===== config.mk =====
export PLATFORM = sky130hd
export DESIGN_NAME = ring_fill_arb
export DESIGN_NICKNAME = d
export VERILOG_FILES = /design/src/rtl/ring_pkg.sv /design/src/rtl/rr_arbiter.sv /design/src/rtl/ring_fill_arb.sv
export SDC_FILE = /design/constraint.sdc
export NUM_CORES = 1
export LEC_CHECK = 0
export ABC_AREA = 1
export CORE_AREA = 2 2 130 132
export DETAILED_ROUTE_END_ITERATION = 8
export DIE_AREA = 0 0 132 134
export GPL_ROUTABILITY_DRIVEN = 1
export MAX_ROUTING_LAYER = met4
export PLACE_DENSITY = 0.76
export REMOVE_ABC_BUFFERS = 1
export SYNTH_ARGS = -nofsm -noshare
export SYNTH_HDL_FRONTEND = slang
export SYNTH_HIERARCHICAL = 1
export SYNTH_SLANG_ARGS = --single-unit
export TNS_END_PERCENT = 10

===== constraint.sdc =====
create_clock -name clk -period 2.6 [get_ports clk]
set_input_delay 0.65 -clock clk [delete_from_list [all_inputs] [get_ports clk]]
set_output_delay 0.65 -clock clk [all_outputs]
set_load 0.01 [all_outputs]

===== src/rtl/ring_pkg.sv =====
// Shared FSM encoding and beat geometry for the ring refill arbiter.
package ring_pkg;

  localparam int BEAT_BYTES = 8;

  typedef enum logic [2:0] {
    IDLE  = 3'd0,
    GRANT = 3'd1,
    ISSUE = 3'd2,
    WAIT  = 3'd3,
    DONE  = 3'd4
  } state_t;

endpackage


===== src/rtl/rr_arbiter.sv =====
// Round-robin arbiter: one-hot grant to the first requester after index 'last'.
module rr_arbiter #(
  parameter int N     = 2,
  parameter int IDX_W = (N > 1) ? $clog2(N) : 1
) (
  input  logic [N-1:0]     req,
  input  logic [IDX_W-1:0] last,
  output logic [N-1:0]     grant
);

  logic             found;
  logic [IDX_W-1:0] idx;

  // NOTE: every variable gets a default before the loop so no latch is inferred.
  always_comb begin
    grant = '0;
    found = 1'b0;
    idx   = '0;
    for (int off = 1; off <= N; off++) begin
      idx = IDX_W'((int'(last) + off) % N);
      if (!found && req[idx]) begin
        grant[idx] = 1'b1;
        found      = 1'b1;
      end
    end
  end

endmodule


===== src/rtl/ring_fill_arb.sv =====
// Shares one L2 read port among NUM_CORES ring ports, one refill line at a time.
// Optional per-core line counters are enabled by defining RING_FILL_PERF_EN.
module ring_fill_arb
  import ring_pkg::*;
#(
  parameter int NUM_CORES  = 2,
  parameter int ADDR_W     = 64,
  parameter int DATA_W     = 64,
  parameter int LINE_BEATS = 16
) (
  input  logic                          clk,
  input  logic                          rst,
  input  logic [NUM_CORES-1:0]          core_req,
  input  logic [NUM_CORES*ADDR_W-1:0]   core_addr,
  output logic [NUM_CORES-1:0]          core_ready,
  output logic [NUM_CORES-1:0]          fill_valid,
  output logic [DATA_W-1:0]             fill_data,
  output logic [$clog2(LINE_BEATS)-1:0] fill_beat,
  output logic                          fill_last,
  output logic                          l2_rd_en,
  output logic [ADDR_W-1:0]             l2_addr,
  input  logic                          l2_rd_valid,
  input  logic [DATA_W-1:0]             l2_rd_data,
  output logic                          busy
`ifdef RING_FILL_PERF_EN
  ,
  output logic [NUM_CORES*32-1:0]       perf_lines
`endif
);

  localparam int IDX_W  = (NUM_CORES > 1) ? $clog2(NUM_CORES) : 1;
  localparam int BEAT_W = $clog2(LINE_BEATS);
  localparam logic [ADDR_W-1:0] LINE_MASK = ADDR_W'(LINE_BEATS * BEAT_BYTES - 1);

  state_t                 state, state_next;
  logic [IDX_W-1:0]       last_owner, owner, grant_idx;
  logic [NUM_CORES-1:0]   owner_oh, grant;
  logic [ADDR_W-1:0]      base, req_addr;
  logic [BEAT_W-1:0]      beat;
  logic                   last_beat;

  rr_arbiter #(.N(NUM_CORES), .IDX_W(IDX_W)) u_rr (
    .req   (core_req),
    .last  (last_owner),
    .grant (grant)
  );

  always_comb begin
    grant_idx = '0;
    req_addr  = '0;
    for (int i = 0; i < NUM_CORES; i++) begin
      if (grant[i]) begin
        grant_idx = IDX_W'(i);
        req_addr  = core_addr[i*ADDR_W +: ADDR_W];
      end
    end
  end

  assign last_beat = (beat == BEAT_W'(LINE_BEATS - 1));

  always_comb begin
    state_next = state;
    unique case (state)
      IDLE:    if (|core_req) state_next = GRANT;
      GRANT:   state_next = ISSUE;
      ISSUE:   state_next = WAIT;
      WAIT:    if (l2_rd_valid) state_next = last_beat ? DONE : ISSUE;
      DONE:    state_next = IDLE;
      default: state_next = IDLE;
    endcase
  end

  // NOTE: sequential state uses non-blocking assignments so every register
  // samples the pre-edge values regardless of statement order.
  always_ff @(posedge clk) begin
    if (rst) begin
      // NOTE: datapath registers are reset as well, so every output reads 0
      // immediately after rst and an abandoned beat leaves nothing behind.
      state      <= IDLE;
      last_owner <= IDX_W'(NUM_CORES - 1);
      owner      <= '0;
      owner_oh   <= '0;
      base       <= '0;
      beat       <= '0;
      fill_valid <= '0;
      fill_data  <= '0;
      fill_beat  <= '0;
      fill_last  <= 1'b0;
    end else begin
      state      <= state_next;
      fill_valid <= '0;
      fill_data  <= '0;
      fill_beat  <= '0;
      fill_last  <= 1'b0;
      case (state)
        IDLE: if (|core_req) begin
          owner    <= grant_idx;
          owner_oh <= grant;
          base     <= req_addr & ~LINE_MASK;
          beat     <= '0;
        end
        WAIT: if (l2_rd_valid) begin
          fill_valid <= owner_oh;
          fill_data  <= l2_rd_data;
          fill_beat  <= beat;
          fill_last  <= last_beat;
          if (!last_beat) beat <= beat + BEAT_W'(1);
        end
        DONE:    last_owner <= owner;
        default: ;
      endcase
    end
  end

  // Address and grant are gated by state so idle outputs stay at 0.
  assign core_ready = (state == GRANT) ? owner_oh : '0;
  assign l2_rd_en   = (state == ISSUE);
  assign l2_addr    = (state == ISSUE) ? base + ADDR_W'(beat) * ADDR_W'(BEAT_BYTES) : '0;
  assign busy       = (state != IDLE);

`ifdef RING_FILL_PERF_EN
  always_ff @(posedge clk) begin
    if (rst) begin
      perf_lines <= '0;
    end else if (state == DONE) begin
      for (int i = 0; i < NUM_CORES; i++) begin
        if (owner_oh[i]) perf_lines[i*32 +: 32] <= perf_lines[i*32 +: 32] + 32'd1;
      end
    end
  end
`endif

endmodule


==> run summary, run 1 <==
status: complete, no violations
routed wl met2: 9470 um
period utilization: 0.968
RD Place Congestion: 0.862
Final Hold Fails: 0
First-pass DRT Iterations: 5
synthesized netlist cell count: 877
clock buffer depth: 2
count of input and output buffers: 318
RSZ-0062 raised after global routing: no
WL/cell: 13.5 um
ranking of synthesized cells by area: dfxtp_1 (47%), nand2_1 (17%), nor2_1 (9.4%)
DP Worst Slack: 0.113 ns
crit path kind: reg2out
max cap viols: 0
Routed WL: 19100 um
Least-Margin Pin Slew: 0.684 ns
DR top layer: met4
WL met1: 7960 um
GRT Total Usage: 0.220
Post-DP HPWL: 13700 um
WP data required: 1.95 ns
most frequent cell after synthesis: nand2_1
Setup crit start kind: register
Yosys top cell area share: 0.475
Crit. End Element: output port
FILL cells: 1501
Row Count: 47
Root Driver: clkbuf_16
skew final: 0.0110 ns
wire length on met3: 1060 um
via/cell ratio: 4.35
Syn. warnings: 6
DRT antenna net count: 0
initial antenna violation count: 0
CTS clk-pin slew, worst paths: 0.06 ns
Synth Register Bits: 138
largest net degree at the start of global routing: 73
f_max: 397 MHz
crit-path max FO: 28
ys async rst share: 0
Starting Density: 0.357
nets: 1373
die area: 0.0177 mm2
Cell Area, Synth: 0.00582 mm2
Top FF cell, synth: dfxtp_1
CTS tree: built
DR vias: 6120
cts bufs inserted: 17
Final min period: 2.52 ns
die outline height: 134 um
Commonest cells post-synth: nand2_1 (257), nor2_1 (145), inv_1 (141), dfxtp_1 (138), a21oi_1 (64)
max_slew headroom: 0.544
sequential share of the synthesized area: 0.475
Setup TNS: 0 ns
Area Growth Syn to Fin: 67.5%
Ports: 336
die width: 132 um
Max VDD drop: 0.440 mV
Yosys cell types: 22
final setup violation count: 0
Critical Path AT: 1.87 ns
Post-synth EDFFs: 0
Worst Hold Class: reg2reg
H-tree levels: 4
global-route wire length before repair: 29900 um
detailed-route DRC error count: 0
CTS sink cnt: 138
clk_lat worst skew: 0.42 ns
vias in the first global route: 5753
power density of the placed cells: 584 mW/mm2
DR iter-0 viols: 367
Slew Limit Fails: 0
final worst slack: 0.0834 ns
Pleak: 4.52 nW
n_diodes: 0
synthesized area per cell: 6.64 um2
layout cell share with drive strength beyond 1: 0.0463
Core Area: 0.0163 mm2
total grt overflow: 0
dominant cell type by area after synthesis: dfxtp_1
==> where the power goes <==
part / internal (mW) / leakage [nW] / switching, mW
Combinational: 0.486 / 3.11 / 0.505
Clock: 1.44 / 0.286 / 0.996
Sequential: 2.22 / 1.12 / 0.0514
==> stage by stage <==
stage               std cells  power [mW]  instance area [um2]   util  hold slack (ns)
floorplan                 825        2.75                 5550      -            0.437
global placement         1376        3.31                 9200  0.565            0.452
detailed placement       1376        3.32                 9200  0.565            0.455
CTS                      1408        5.75                 9730  0.597            0.465
global route             1408        5.96                 9750  0.599            0.475
finish                   1408        5.70                 9750  0.599            0.462
==> cells by family (layout without fill, tap and decap cells) <==
logic type / after synthesis / count (layout) / synth area share
DFF: 138 / 138 / 0.475
adders and majority gates: 1 / 1 / 0.00215
AOI/OAI and AO/OA: 69 / 69 / 0.0600
other: 1 / 3 / 0.000644
buffers and inverters: 197 / 506 / 0.140
and+or+nand+nor: 471 / 471 / 0.322
==> cells in the final DEF, fill, tap and decap left out, drive strengths merged <==
cell type | netlist | layout
clkinvlp | 0 | 2
clkbuf | 12 | 18
ha | 1 | 1
dlygate4sd2 | 0 | 55
a21oi | 64 | 64
inv | 143 | 148
bufinv | 0 | 2
o211ai | 1 | 1
clkdlybuf4s15 | 0 | 3
nand4 | 1 | 1
dfxtp | 138 | 138
nand3 | 63 | 63
nor2 | 149 | 149
nand2 | 257 | 257
clkinv | 0 | 5
nor3 | 1 | 1
buf | 42 | 14
dlymetal6s2s | 0 | 4
clkdlybuf4s50 | 0 | 255
a31oi | 1 | 1
o21ai | 3 | 3
conb | 1 | 3
==> per-layer routing <==
metal,vias to the layer above,GRT usage
met2,198,0.362
met1,2696,0.259
met3,38,0.0552
met5,-,-
li1,3188,-
met4,0,0.0900
==> worst max-delay path: stages (launching register included) <==
cell and delay (ns):
dfxtp_1 0.36, nor2_4 0.14, inv_1 0.09, nor2_4 0.15
inv_6 0.10, buf_12 0.17, nor2_1 0.12, dlygate4sd2_1 0.30
==> worst paths after layout <==
kind	from	to	slack, ns	cells after the start
worst max-delay path	state[0]	l2_addr[48]	0.08	7
worst min-delay path	base[30]	base[30]	0.46	2
worst max register to register	state[2]	base[34]	0.99	6
worst min register to register	base[30]	base[30]	0.46	2
==> flip-flops by register name (all words and copies together) (netlist names) <==
name	count
base	57
owner_oh	1
owner	1
fill_last	1
fill_data	64
last_owner	1
beat	4
state	3
fill_valid	2
fill_beat	4
==> cell type report <==
class,instances,area [um2],area share
Multi-Input combinational cell,544,2270,0.233
Inverter,143,542,0.0556
Sequential cell,138,2760,0.283
Tap cell,220,275,0.0282
Timing Repair Buffer,331,3300,0.339
Clock inverter,14,164,0.0168
Clock buffer,18,429,0.0440
==> timing repair <==
action / 4_1_cts / 5_1_grt
buffers inserted: 0 / 0
endpoints found under the setup margin: 61 / 32
hold buffers: 0 / 0
resized for setup: 61 / 8
endpoints found under the hold margin: 0 / 0
No activity file was read; power rests on OpenSTA's default activity.
==> inputs of run 2 (changes only) <==
--- a/config.mk
+++ b/config.mk
@@ -6,15 +6,14 @@
 export NUM_CORES = 1
 export LEC_CHECK = 0
 export ABC_AREA = 1
-export CORE_AREA = 2 2 130 132
+export CORE_AREA = 2 2 129 131
 export DETAILED_ROUTE_END_ITERATION = 8
-export DIE_AREA = 0 0 132 134
+export DIE_AREA = 0 0 131 133
 export GPL_ROUTABILITY_DRIVEN = 1
 export MAX_ROUTING_LAYER = met4
-export PLACE_DENSITY = 0.76
+export PLACE_DENSITY = 0.74
 export REMOVE_ABC_BUFFERS = 1
 export SYNTH_ARGS = -nofsm -noshare
 export SYNTH_HDL_FRONTEND = slang
-export SYNTH_HIERARCHICAL = 1
 export SYNTH_SLANG_ARGS = --single-unit
 export TNS_END_PERCENT = 10
==> run 2 against run 1 <==
  * Synthesized cell count decreased by 16%
  * Fmax grew 1.3%
  * Wire length decreased by 8.6%
  * Critical path type unchanged
  * Worst setup slack improved by 0.032 ns
  * Highest routed layer unchanged
  * Worst hold slack gained 0.0018 ns
  * Register-to-register slack gained 0.02 ns
  * Sequential share of layout area is 1.7 points higher
==> run summary, run 2 <==
total grt overflow: 0 (unchanged)
hold path startpoint: owner_oh[0]
vias in the first global route: 5213 (-9.4%)
Worst Hold Class: reg2reg
top flop regs: fill_data x64, base x57
DR vias: 5470 (-11%)
Row Count: 47 (unchanged)
cts bufs inserted: 17 (unchanged)
First-pass DRT Iterations: 4 (-1)
Top FF cell, synth: dfxtp_1
fin util: 0.569 (-0.0294)
detailed-route DRC error count: 0 (unchanged)
H-tree levels: 4 (unchanged)
FILL cells: 1491 (-0.67%)
Yosys top cell area share: 0.522 (+0.0472)
Cell Area, Synth: 0.00529 mm2 (-9.0%)
Final min period: 2.49 ns (-0.0315 ns)
period utilization: 0.956 (-0.0121)
Tot Pwr: 5.61 mW (-1.6%)
Syn. warnings: 0 (-6)
max cap viols: 0 (unchanged)
RD Place Congestion: 0.824 (-4.4%)
via/cell ratio: 4.27 (-1.8%)
R2R setup slack: 1.01 ns (+0.02 ns)
Pleak: 3.97 nW (-12%)
crit-path max FO: 36 (+29%)
layout cell share with drive strength beyond 1: 0.0566 (+0.0103)
DRT antenna net count: 0 (unchanged)
worst r2r src: state[1]
RR Endpoint: base[41]
sequential share of the synthesized area: 0.522 (+0.0472)
Critical Path AT: 1.84 ns (-0.03 ns)
die area: 0.0174 mm2 (-1.5%)
clk_lat worst skew: 0.42 ns (about the same)
RSZ-0062 raised after global routing: no
DR iter-0 viols: 245 (-33%)
skew final: 0.00888 ns (-0.00214 ns)
most common cell after layout, fill and taps aside: clkdlybuf4s50_1
Starting Density: 0.327 (-0.0300)
Core Area: 0.0162 mm2 (-0.72%)
Comb power frac: 0.161 (-0.013)
GRT Total Usage: 0.202 (-0.0184)
crit path kind: reg2out
Final Hold Fails: 0 (unchanged)
Yosys cell types: 23 (+4.5%)
number of flip-flops in the largest register: 64 (unchanged)
nets: 1246 (-9.2%)
R2R cell count: 6 (unchanged)
synthesized area per cell: 7.15 um2 (+7.8%)
Hold EP: fill_valid[0]
Max VDD drop: 0.423 mV (-3.8%)
Clk pwr share: 0.431 (+0.003)
dominant cell type by area after synthesis: dfxtp_1
Synth Register Bits: 138 (unchanged)
Slew Limit Fails: 0 (unchanged)
Sequential Area: 0.00276 mm2 (about the same)
die width: 131 um (-0.76%)
max_slew headroom: 0.497 (-0.0467)
largest net degree at the start of global routing: 71 (-2.7%)
status: complete, no violations
Least-Margin Pin Slew: 0.754 ns (+0.0701 ns)
Ports: 336 (unchanged)
ranking of synthesized cells by area: dfxtp_1 (52%), nand2_1 (14%), nor2_1 (10%)
depth of the worst hold-timing path: 2 (unchanged)
Crit. End Element: output port
commonest cells after routing, fill and taps aside: clkdlybuf4s50_1 (256), nand2_1 (191), nor2_1 (141)
Post-synth EDFFs: 0 (unchanged)
initial antenna violation count: 1 (+1)
power density of the placed cells: 609 mW/mm2 (+4.3%)
Post-DP HPWL: 12500 um (-8.8%)
Commonest cells post-synth: nand2_1 (191), nor2_1 (143), inv_1 (140), dfxtp_1 (138), a31oi_1 (57)
synthesized netlist cell count: 740 (-16%)
Routed WL: 17400 um (-8.6%)
fin area: 0.00920 mm2 (-5.6%)
sequential share of power: 0.407 (+0.009)
Most flops, register: fill_data
Setup crit start kind: register
Root Driver: clkbuf_16
clock buffer depth: 2 (unchanged)
count of input and output buffers: 318 (unchanged)
die outline height: 133 um (-0.75%)
placed cell area: 0.00869 mm2 (-5.6%)
most frequent cell after synthesis: nand2_1
CTS clk-pin slew, worst paths: 0.06 ns (about the same)
Net Sw Frac: 0.273 (+0.000806)
CTS tree: built
f_max: 402 MHz (+1.3%)
ys async rst share: 0 (unchanged)
area of the multi-input gates: 0.00182 mm2 (-20%)
Area Growth Syn to Fin: 73.9%
Int Pwr: 4.07 mW (-1.7%)
switching power: 1.53 mW (-1.3%)
WL/cell: 13.6 um (+0.39%)
WP data required: 1.95 ns (about the same)
global-route wire length before repair: 26300 um (-12%)
CTS sink cnt: 138 (unchanged)
final setup violation count: 0 (unchanged)
==> run 2: worst max-delay path, stage by stage, from the launching register on <==
cell           delay, ns
dfxtp_1             0.37
nor2_4              0.14
inv_1               0.09
nor2_4              0.12
inv_2               0.11
buf_12              0.18
nor2_1              0.09
dlygate4sd2_1       0.29
==> run 2: power by group through the flow <==
stage	Clock (mW)	Sequential (mW)	Combinational, mW
2_1_floorplan	0	2.33	0.374
3_3_place_gp	0	2.33	0.914
5_1_grt	2.57	2.30	0.999
4_1_cts	2.48	2.28	0.917
6_report	2.42	2.28	0.904
3_5_place_dp	0	2.33	0.927
==> run 2: worst max path at each step <==
stage / endpoint / start
2_1_floorplan: base[10] / core_req[1]
3_3_place_gp: l2_addr[46] / state[2]
3_5_place_dp: l2_addr[39] / state[2]
4_1_cts: l2_addr[9] / state[2]
5_1_grt: l2_addr[15] / state[0]
6_report: l2_addr[11] / state[0]
==> run 2: kinds of logic (layout without fill, tap and decap cells) <==
group / Yosys count / after routing / synth area share
XOR/XNOR: 1 / 1 / 0.00165
AND/OR/NAND/NOR: 346 / 346 / 0.251
AO/OA/AOI/OAI: 71 / 71 / 0.0820
other: 1 / 4 / 0.000708
flip-flops: 138 / 138 / 0.522
buffers and inverters: 182 / 501 / 0.141
adder cells (fa/ha/maj): 1 / 1 / 0.00236
==> run 2: per-stage QoR <==
stage          hold WS (ns)  setup TNS, ns  cells  setup WS [ns]
4_1_cts               0.469              0   1281         0.0895
5_1_grt               0.504              0   1282        0.00445
2_1_floorplan         0.437          -9.32    701         -0.166
3_5_place_dp          0.455              0   1248          0.132
6_report              0.464              0   1282          0.115
3_3_place_gp          0.453              0   1248          0.165
==> run 2: layout make-up <==
class,count,share of cell area
Clock buffer,18,0.0477
Inverter,141,0.0575
Antenna cell,1,0.000272
Tap cell,220,0.0299
Clock inverter,14,0.0169
Timing Repair Buffer,328,0.350
Sequential cell,138,0.300
Multi-Input combinational cell,422,0.198
==> run 2: timing repair <==
item                                   in CTS  in global routing
gates resized for setup                    63                 25
setup buffers                               1                  0
setup endpoints to repair                  61                 25
gates cloned                                0                  0
endpoints found under the hold margin       0                  0
hold buffers                                0                  0
==> run 2: per-layer routing <==
metal	wire (um)	GRT usage
met2	8580	0.344
met5	0	-
met1	7060	0.218
met4	350	0.0751
met3	1440	0.0647
==> inputs of run 3 (changes only) <==
--- a/config.mk
+++ b/config.mk
@@ -11,7 +11,7 @@
 export DIE_AREA = 0 0 131 133
 export GPL_ROUTABILITY_DRIVEN = 1
 export MAX_ROUTING_LAYER = met4
-export PLACE_DENSITY = 0.74
+export PLACE_DENSITY_LB_ADDON = 0.05
 export REMOVE_ABC_BUFFERS = 1
 export SYNTH_ARGS = -nofsm -noshare
 export SYNTH_HDL_FRONTEND = slang
==> run 3 against run 2 <==
  * Clock-buffer cell count grew 1
  * Utilization is 0.77 points higher
  * Critical path type unchanged
  * Sequential power barely moved
  * Critical endpoint is now l2_addr[55]
  * Largest power group unchanged
  * Combinational power up 2.3%
  * Clock power about the same
  * Fmax rose by 1.1%
==> run summary, run 3 (synthesis gave the netlist of run 2 again) <==
Post-DP HPWL: 12900 um (+3.6%)
max_slew headroom: 0.509 (+0.0113)
Top Usage Layer GRT: met2
RR Endpoint: fill_data[34]
Comb power frac: 0.164 (+0.003)
FILL cells: 1555 (+4.3%)
CTS sink cnt: 138 (unchanged)
Area Growth Syn to Fin: 76.2%
Clk pwr share: 0.432 (about the same)
total grt overflow: 0 (unchanged)
GRT Total Usage: 0.212 (+0.00999)
global-route wire length before repair: 27300 um (+3.7%)
Most flops, register: fill_data
Critical Path AT: 1.81 ns (-0.03 ns)
skew final: 0.00784 ns (-0.00104 ns)
fin util: 0.577 (+0.00774)
crit path kind: reg2out
largest net degree at the start of global routing: 64 (-9.9%)
layout cell share with drive strength beyond 1: 0.0543 (-0.00229)
top flop regs: fill_data x64, base x57
slowest cell on the critical path: dfxtp_1
detailed-route DRC error count: 0 (unchanged)
commonest cells after routing, fill and taps aside: clkdlybuf4s50_1 (256), nand2_1 (191), nor2_1 (141)
final worst slack: 0.141 ns (+0.0265 ns)
count of input and output buffers: 318 (unchanged)
cell mode on critical path: nor2_4
Bufs and invs on worst path: 4 (unchanged)
Ports: 336 (unchanged)
Net Sw Frac: 0.251 (-0.0223)
f_max: 407 MHz (+1.1%)
Routed WL: 17800 um (+2.0%)
DRT antenna net count: 0 (unchanged)
DR iter-0 viols: 230 (-6.1%)
switching power: 1.42 mW (-7.4%)
via/cell ratio: 4.19 (-1.9%)
Hold Buf Count CTS: 0 (unchanged)
Slowest Stage Delay on Critical Path: 0.36 ns (about the same)
R2R cell count: 6 (unchanged)
most common cell after layout, fill and taps aside: clkdlybuf4s50_1
Least-Margin Pin Slew: 0.737 ns (-0.0170 ns)
clk_lat worst skew: 0.41 ns (about the same)
CTS clk-pin slew, worst paths: 0.06 ns (about the same)
Final Hold Fails: 0 (unchanged)
worst r2r src: state[0]
Core Area: 0.0162 mm2 (unchanged)
Row Count: 47 (unchanged)
area of the multi-input gates: 0.00182 mm2 (unchanged)
Final Non-Filler Cells: 1289 (+0.55%)
number of flip-flops in the largest register: 64 (unchanged)
crit path cell chain: nor2_4, inv_1, nor2_4, inv_2, buf_4, nor2_1, dlygate4sd2_1
R2R setup slack: 0.95 ns (-0.06 ns)
met1 GRT Util: 0.230 (+0.0118)
met3 Usage GRT: 0.0789 (+0.0142)
Tot Pwr: 5.65 mW (+0.82%)
crit-path max FO: 11 (-69%)
Starting Density: 0.327 (unchanged)
nets: 1255 (+0.72%)
die area: 0.0174 mm2 (unchanged)
sequential share of power: 0.404 (-0.003)
depth of the worst hold-timing path: 2 (unchanged)
die outline height: 133 um (unchanged)
period utilization: 0.946 (-0.0102)
Sequential Area: 0.00276 mm2 (about the same)
grt met2 use: 0.352 (+0.00806)
power density of the placed cells: 606 mW/mm2 (-0.53%)
First-pass DRT Iterations: 4 (unchanged)
initial antenna violation count: 0 (-1)
delay-heaviest family, CP: buffers and inverters
Final min period: 2.46 ns (-0.0265 ns)
Root Driver: clkbuf_16
Int Pwr: 4.23 mW (+3.9%)
H-tree levels: 4 (unchanged)
RD Place Congestion: 0.770 (-6.5%)
max cap viols: 0 (unchanged)
DR vias: 5395 (-1.4%)
Hold EP: fill_valid[0]
clock buffer depth: 2 (unchanged)
WP data required: 1.95 ns (about the same)
DP Worst Slack: 0.141 ns (+0.00916 ns)
placed cells: 1257 (+0.72%)
Max VDD drop: 0.437 mV (+3.3%)
Worst Hold Class: reg2reg
final setup violation count: 0 (unchanged)
vias in the first global route: 5313 (+1.9%)
Pleak: 4.06 nW (+2.4%)
hold path startpoint: owner_oh[0]
status: complete, no violations
die width: 131 um (unchanged)
WL/cell: 13.8 um (+1.4%)
Setup crit start kind: register
n_diodes: 0 (-1)
CTS tree: built
Crit. End Element: output port
cts bufs inserted: 17 (unchanged)
Slew Limit Fails: 0 (unchanged)
## run 3: what timing repair did
item | CTS | global route
buffers inserted | 1 | 0
resized for setup | 62 | 5
setup endpoints to repair | 61 | 46
## run 3: per-layer routing
| layer | vias up | wire length [um] |
|---|---|---|
| li1 | 2824 | - |
| met1 | 2357 | 7040 |
| met2 | 186 | 8760 |
| met3 | 28 | 1570 |
| met4 | 0 | 397 |
| met5 | - | 0 |
## run 3: stage by stage
stage	cell area (um2)	setup TNS (ns)	hold WS, ns
3_3_place_gp	8790	0	0.454
4_1_cts	9320	0	0.471
3_5_place_dp	8790	0	0.456
5_1_grt	9330	-0.00412	0.499
6_report	9330	0	0.468
2_1_floorplan	5090	-9.32	0.437
## run 3: worst max path at each step
stage	start	to	slack [ns]	cells past startpoint
detailed placement	state[2]	l2_addr[55]	0.14	7
global route	state[2]	l2_addr[56]	-0.004	7
floorplan	core_req[1]	base[10]	-0.17	5
finish	state[2]	l2_addr[55]	0.14	7
global placement	state[2]	l2_addr[55]	0.18	7
CTS	state[2]	l2_addr[55]	0.08	7
## run 3: power groups by stage
stage	clock [mW]	sequential, mW	combinational [mW]
after floorplan	0	2.33	0.374
after global placement	0	2.33	0.941
after detailed placement	0	2.33	0.946
after CTS	2.50	2.29	0.935
after global routing	2.57	2.30	1.03
final	2.44	2.29	0.925
## run 3: worst register-to-register path: stages (launching register included)
cell	delay, ns
dfxtp_1	0.43
nand2_1	0.09
nor2_2	0.20
nand3_2	0.33
buf_12	0.29
buf_4	0.17
nor2_1	0.09
## run 3: layout make-up
type / instances / share of cell area
Clock buffer: 19 / 0.0475
Clock inverter: 12 / 0.0161
Inverter: 141 / 0.0567
Multi-Input combinational cell: 422 / 0.195
Sequential cell: 138 / 0.296
Tap cell: 220 / 0.0295
Timing Repair Buffer: 337 / 0.359
